--- config.mk ---
export PLATFORM = sky130hd
export DESIGN_NAME = prog_loader
export DESIGN_NICKNAME = d
export VERILOG_FILES = /design/src/rtl/prog_loader.sv
export SDC_FILE = /design/constraint.sdc
export NUM_CORES = 1
export LEC_CHECK = 0
export CELL_PAD_IN_SITES_DETAIL_PLACEMENT = 1
export CELL_PAD_IN_SITES_GLOBAL_PLACEMENT = 1
export CORE_ASPECT_RATIO = 1.2
export CORE_UTILIZATION = 30
export CTS_CLUSTER_DIAMETER = 40
export DETAILED_ROUTE_END_ITERATION = 10
export GPL_TIMING_DRIVEN = 0
export PLACE_DENSITY = 0.66
export SETUP_SLACK_MARGIN = 0.5
export SLEW_MARGIN = 20
export SYNTH_ARGS = -nofsm -noshare
export SYNTH_HDL_FRONTEND = slang
export SYNTH_SLANG_ARGS = --single-unit
--- constraint.sdc ---
create_clock -name clk -period 6.8 [get_ports clk]
set_clock_uncertainty 0.1 [all_clocks]
set_input_delay 1.36 -clock clk [delete_from_list [all_inputs] [get_ports clk]]
set_output_delay 1.36 -clock clk [all_outputs]
set_load 0.005 [all_outputs]
--- src/rtl/prog_loader.sv ---
// prog_loader: boot-time byte-stream loader that fills instruction memory, then releases the CPU.
// Define LOADER_CHECKSUM_EN to require a trailing 32-bit checksum word after the data words.
module prog_loader #(
    parameter int ADDR_W     = 10,
    parameter int MAX_WORDS  = 1024,
    parameter int RESET_HOLD = 4
) (
    input  logic              clk,
    input  logic              ld_reset_n,
    input  logic              in_valid,
    input  logic [7:0]        in_data,
    output logic              in_ready,
    output logic              imem_we,
    output logic [ADDR_W-1:0] imem_addr,
    output logic [31:0]       imem_wdata,
    output logic              cpu_hold,
    output logic              done,
    output logic              error
);

    localparam int HW = (RESET_HOLD > 1) ? $clog2(RESET_HOLD) : 1;
    localparam logic [ADDR_W:0] IDX_ONE = 1;
    localparam logic [HW-1:0]   HOLD_ONE = 1;
    localparam logic [HW-1:0]   HOLD_LAST = HW'(RESET_HOLD - 1);

`ifdef LOADER_CHECKSUM_EN
    typedef enum logic [2:0] {HDR, DATA, CSUM, HOLD, RUN, ERR} state_t;
`else
    typedef enum logic [2:0] {HDR, DATA, HOLD, RUN, ERR} state_t;
`endif

    state_t            state_q;
    logic [1:0]        cnt_q;
    logic [23:0]       word_q;
    logic [ADDR_W:0]   n_q;
    logic [ADDR_W:0]   idx_q;
    logic [HW-1:0]     hold_q;
`ifdef LOADER_CHECKSUM_EN
    logic [31:0]       sum_q;
`endif
    logic              in_ready_q;
    logic              imem_we_q;
    logic [ADDR_W-1:0] imem_addr_q;
    logic [31:0]       imem_wdata_q;
    logic              cpu_hold_q;
    logic              done_q;
    logic              error_q;

    logic              acc_w;
    logic              last_w;
    logic [31:0]       full_w;
    logic [ADDR_W:0]   idx_nx_w;

    assign acc_w    = in_valid && in_ready_q;
    assign last_w   = acc_w && (cnt_q == 2'd3);
    assign full_w   = {in_data, word_q};
    assign idx_nx_w = idx_q + IDX_ONE;

    always_ff @(posedge clk or negedge ld_reset_n) begin
        if (!ld_reset_n) begin
            state_q      <= HDR;
            cnt_q        <= '0;
            word_q       <= '0;
            n_q          <= '0;
            idx_q        <= '0;
            hold_q       <= '0;
`ifdef LOADER_CHECKSUM_EN
            sum_q        <= '0;
`endif
            in_ready_q   <= 1'b0;
            imem_we_q    <= 1'b0;
            imem_addr_q  <= '0;
            imem_wdata_q <= '0;
            cpu_hold_q   <= 1'b1;
            done_q       <= 1'b0;
            error_q      <= 1'b0;
        end else begin
            imem_we_q <= 1'b0;
            if (acc_w) begin
                cnt_q <= cnt_q + 2'd1;
                unique case (cnt_q)
                    2'd0:    word_q[7:0]   <= in_data;
                    2'd1:    word_q[15:8]  <= in_data;
                    2'd2:    word_q[23:16] <= in_data;
                    default: ;
                endcase
            end
            unique case (state_q)
                HDR: begin
                    in_ready_q <= 1'b1;
                    if (last_w) begin
                        n_q   <= full_w[ADDR_W:0];
                        idx_q <= '0;
`ifdef LOADER_CHECKSUM_EN
                        sum_q <= '0;
`endif
                        if (full_w > 32'(MAX_WORDS)) begin
                            state_q    <= ERR;
                            in_ready_q <= 1'b0;
                            error_q    <= 1'b1;
                        end else if (full_w == 32'd0) begin
`ifdef LOADER_CHECKSUM_EN
                            state_q    <= CSUM;
`else
                            state_q    <= HOLD;
                            hold_q     <= '0;
                            in_ready_q <= 1'b0;
`endif
                        end else begin
                            state_q <= DATA;
                        end
                    end
                end
                DATA: begin
                    if (last_w) begin
                        imem_we_q    <= 1'b1;
                        imem_addr_q  <= idx_q[ADDR_W-1:0];
                        imem_wdata_q <= full_w;
                        idx_q        <= idx_nx_w;
`ifdef LOADER_CHECKSUM_EN
                        sum_q        <= sum_q + full_w;
`endif
                        // Hold count starts alongside the final write strobe
                        if (idx_nx_w == n_q) begin
`ifdef LOADER_CHECKSUM_EN
                            state_q    <= CSUM;
`else
                            state_q    <= HOLD;
                            hold_q     <= '0;
                            in_ready_q <= 1'b0;
`endif
                        end
                    end
                end
`ifdef LOADER_CHECKSUM_EN
                CSUM: begin
                    if (last_w) begin
                        in_ready_q <= 1'b0;
                        if (full_w == sum_q) begin
                            state_q <= HOLD;
                            hold_q  <= '0;
                        end else begin
                            state_q <= ERR;
                            error_q <= 1'b1;
                        end
                    end
                end
`endif
                HOLD: begin
                    if (hold_q == HOLD_LAST) begin
                        state_q    <= RUN;
                        cpu_hold_q <= 1'b0;
                        done_q     <= 1'b1;
                    end else begin
                        hold_q <= hold_q + HOLD_ONE;
                    end
                end
                RUN, ERR: ;
                default: begin
                    state_q    <= ERR;
                    in_ready_q <= 1'b0;
                    error_q    <= 1'b1;
                end
            endcase
        end
    end

    assign in_ready   = in_ready_q;
    assign imem_we    = imem_we_q;
    assign imem_addr  = imem_addr_q;
    assign imem_wdata = imem_wdata_q;
    assign cpu_hold   = cpu_hold_q;
    assign done       = done_q;
    assign error      = error_q;

endmodule

### After elaboration in Yosys (flattened, before gate mapping)

Index checks and enable logic that the tools add are counted.

| operators by class | value |
|---|---|
| multiplexer cells | 28 |
| bitwise logic cells | 3 |
| eq/ne operators | 17 |
| $lt $le $gt $ge | 1 |
| $add $sub $neg | 3 |
| reductions and logical operators | 21 |

Operators by type and width:

| cell | number |
|---|---|
| $gt 32x11->1 const B | 1 |
| $logic_not 32->1 | 1 |
| $mux 11 | 2 |
| $pmux 11 s2 | 1 |
| $ne 2x2->1 const B | 8 |
| $mux 3 | 5 |
| $mux 2 | 7 |
| $pmux 3 s4 | 1 |
| $reduce_and 2->1 | 6 |
| $add 11x1->11 const B | 1 |
| $eq 11x11->1 | 1 |
| $mux 1 | 9 |
| $reduce_and 3->1 | 3 |
| $reduce_and 7->1 | 1 |
| $eq 2x2->1 const B | 3 |
| $eq 3x2->1 const B | 2 |
| $pmux 2 s3 | 1 |
| $reduce_and 5->1 | 1 |
| $add 2x1->2 const B | 2 |
| $reduce_or 4->1 | 1 |
| $eq 3x1->1 const B | 1 |
| $eq 3x3->1 const B | 1 |
| $logic_not 3->1 | 1 |
| $not 1->1 | 3 |
| 9 further kinds | 10 |

| storage, ports and cells | value |
|---|---|
| input bits | 11 |
| output and inout port bits | 47 |
| bits in registers | 100 |
| word-level logic and storage cells | 88 |

### Longest topological paths before layout

| logic depth | value |
|---|---|
| depth after elaboration | 5 |
| depth in mapped cells | 8 |
| depth with buffers taken out | 7 |

### Worst setup path after synthesis

Ideal clock, no wire load.

| timing path | value |
|---|---|
| path kind | in2reg |
| from | input port in_valid |
| to | register n_q[10] |
| library setup time | 0.125 ns |
| arrival | 2.904 ns |
| stages | 6 |
| path buffers | 2 |
| setup slack | 3.671 ns |
| cell sequence | clkbuf_1 > nand3_1 > or3_1 > nor2_1 > clkbuf_1 > mux2_2 |

| on the way | value |
|---|---|
| word-level cells in the longest chain between the ends | 3 |

RTL lines:

| element | line | source |
|---|---|---|
| start, declared | 10 | `input logic in_valid,` |
| $logic_and 1x1->1 | 54 | `assign acc_w = in_valid && in_ready_q;` |
| $logic_and 1x1->1 | 55 | `assign last_w = acc_w && (cnt_q == 2'd3);` |
| $reduce_and 2->1 (no line) | - |  |
| end signal, assigned | 92 | `n_q <= full_w[ADDR_W:0];` |
| end, declared | 35 | `logic [ADDR_W:0] n_q;` |

Every way passes these cells.
A chain may end at the register's enable or synchronous reset.

### Worst setup path in the final report

| timing path | value |
|---|---|
| from | input port in_data[3] |
| to | register hold_q[1] |

| on the way | value |
|---|---|
| word-level cells in the longest chain between the ends | 3 |
| elaborated cells on any way between the ends | 5 |
| those cells by class | order compare (1); eq/ne (2); reduce/logical (2) |

RTL lines:

| element | line | source |
|---|---|---|
| start, declared | 11 | `input logic [7:0] in_data,` |
| $gt 32x11->1 / $logic_not 32->1 (equally long branches) | 97, 101 |  |
| $ne 2x2->1 (no line) | - |  |
| $reduce_and 7->1 (no line) (*) | - |  |
| end signal, assigned | 155 | `hold_q <= hold_q + HOLD_ONE;` |
| end, declared | 37 | `logic [HW-1:0] hold_q;` |

Mark *: on every way between the ends. The rest lies on a longest branch, timed or not.

==> metrics.cfg <==
[finish]
drive_above_1_share_pct = 13.2
final_nets = 527
area_growth_pct = 24.7
final_core_util_pct = 38.6
finalNonFillerCells = 715
final_cell_area_um2 = 5610
antenna_cells = 0

[worst_setup_path]
critPathMaxFanout = 5
slowest_stage = clkdlybuf4s50_1
r2r_slack_ps = 3830
rr_worst_depth = 7
end_kind = flip-flop
required_ps = 6910
criticalPathCategory = input port to flip-flop
path_cells = clkdlybuf4s50_1 -> nor4_1 -> nand4b_1 -> nor4_1 -> o22ai_1 -> a22oi_1 -> o21ai_0
crit_top_cell = nor4_1
r2r-start = idx_q[0]
slowest_delay_ps = 540
cp.arrival_ps = 3530
critPathLaunchType = input port
reg2reg_to = state_q[0]

[timing]
hold_slack_ps = 367
slew_viol_final = 0
setup_ws_ps = 3370
finalHoldViolCount = 0
setup_viol = 0
slew-limit-headroom_pct = 54.8
tns_ps = 0
max_freq_ghz = 0.292
timing.final.crit_share_pct = 50.4
post-route-min-period_ps = 3430
tightest_slew_ps = 673
rsz0062_at_grt = false

[detailed_routing]
totalWireLength_um = 11400
ant_nets = 0
num_vias = 3416
drc = 0
drtIter0Drc = 137
avgViaCountPerCell = 4.78
detail_route.first_pass.iterations = 4
wl_per_cell_um = 16.0

[clocking]
cts_htree_levels = 3
cts_tree = yes
clock_path_buffers = 2
postCtsSetupBuffers = 0
worst_skew_pair.late_latency_ps = 350
clock-sinks = 100
ctsResizeCount = 0
clk_pin_slew_ps = 60
postCtsHoldBufs = 0
cts_buffers = 9
cts-root-buf = clkbuf_16

[place]
post-place-ws_ps = 3030
hpwl_um = 8430
portBuffers = 56
dp_cells = 699
place_congestion = 0.772
post_dp_cell_area_um2 = 5340

[global_route]
grt_busiest_layer = met2
grt.overflow.total = 0
grt_use_total_pct = 16.0
grt_pass1_vias = 3617
grt_first_pass_wirelength_um = 18900
gr-usage-met1_pct = 19.6
antenna_found_initial = 0
use_met2_pct = 27.6
gr-usage-met3_pct = 2.99
grt_max_degree = 54

[synth]
synth_commonest_cells = nand2_1, dfrtp_1, mux2_2
ys_seq_elements = 100
netlist_area_um2 = 4500
synth.avg_cell_area_um2 = 10.2
synth.most_common_cell = nand2_1
synthCells = 442
ys_seq_area_share_pct = 55.7
synth_flop_cell = dfrtp_1
synth_area_leaders = dfrtp_1, nand2_1, mux2_2, xnor2_1, o21ai_0
synth_edf_count = 0
synth-warning-count = 0
synth_fp_nets = 459
synth_top_area_cell = dfrtp_1
yosysUniqueCellTypes = 48
synth_top_area_share_pct = 55.1
synth-async-reset-ratio_pct = 100

[min_path]
min-delay-start = done
hold_depth = 1
min_delay_worst_endpoint = done
hold_class = flip-flop to flip-flop

[power_and_ir_drop]
power_mw = 1.11
p_leak_nw = 2.66
ir_drop_uv = 100
power.density_nw_per_um2 = 197

[floorplan]
die-area_um2 = 15500
die_h_um = 136
fp.dieW_um = 114
io-pin-count = 58
coreArea_um2 = 14500
rows = 48
initial_core_util_pct = 30.9

[status]
outcome = complete, no violations

[run]
maxCapViolCount = 0

-- cell families after synthesis --
group / count (synthesis) / share of synthesized area, %
AND/OR/NAND/NOR: 201 / 19.5
flip-flops: 100 / 55.7
AO/OA/AOI/OAI: 52 / 8.04
multiplexers: 38 / 9.46
buffers and inverters: 30 / 2.73
XOR/XNOR: 15 / 2.92
adder cells (fa/ha/maj): 6 / 1.67
-- how the worst max path moves through the flow --
stage                    start        endpoint  slack [ps]  cells after the start
finish              in_data[3]       hold_q[1]        3370                      7
global route        in_data[3]       hold_q[1]        3190                      7
CTS                 in_data[3]       hold_q[1]        3370                      7
detailed placement  in_data[7]       hold_q[1]        3030                      7
global placement    ld_reset_n  imem_wdata[28]         480                      1
floorplan             in_valid         n_q[10]        3670                      6
-- layout by cell type (no fill, tap or decap), types with 3 or more instances in the layout --
| master | instances |
|---|---|
| a22o_1 | 3 |
| clkbuf_1 | 19 |
| a21oi_1 | 4 |
| mux2_2 | 36 |
| nor2_1 | 10 |
| dfrtp_1 | 99 |
| buf_2 | 5 |
| nor3_1 | 5 |
| o31ai_1 | 5 |
| clkbuf_16 | 9 |
| xnor2_1 | 12 |
| nand3_1 | 11 |
| clkdlybuf4s50_1 | 55 |
| nand2_1 | 148 |
| nand4_1 | 3 |
| a31oi_1 | 3 |
| xor2_1 | 3 |
| inv_1 | 6 |
| o21ai_0 | 17 |
| a21o_1 | 3 |
| nor4_1 | 9 |
| ha_1 | 6 |
| o22ai_1 | 5 |
-- power breakdown --
group | internal, mW | leakage, nW | total, mW | switching (mW)
Clock | 0.250 | 0.126 | 0.476 | 0.226
Sequential | 0.597 | 1.36 | 0.601 | 0.00353
Combinational | 0.0101 | 1.18 | 0.0296 | 0.0195
Total | 0.857 | 2.66 | 1.11 | 0.249
-- critical path: cells and delay by family --
| family | cells | cell delay, ps |
|---|---|---|
| AND/OR/NAND/NOR | 3 | 1080 |
| AO/OA/AOI/OAI | 3 | 550 |
| buffers and inverters | 1 | 540 |
-- routing by layer --
layer	part of all wire (%)	up-vias
li1	-	1645
met1	45	1692
met2	50	62
met3	3.0	17
met4	2.0	0
met5	0	-
-- flip-flops by register name (all words and copies together), names as in the netlist, 2 cells and up --
register	flops
imem_addr	10
word_q	24
cnt_q	2
imem_wdata	32
hold_q	2
n_q	11
idx_q	11
state_q	3
-- layout make-up --
class	count	area, um^2
clock inverters	5	37.5
multi-input cells	312	1870
repair buffers	57	589
plain buffers	23	96.3
clock buffers	11	233
well taps	200	250
fillers	1666	8930
inverters	7	26.3
flip-flops and latches	100	2500
No activity file was read; power rests on OpenSTA's default activity.
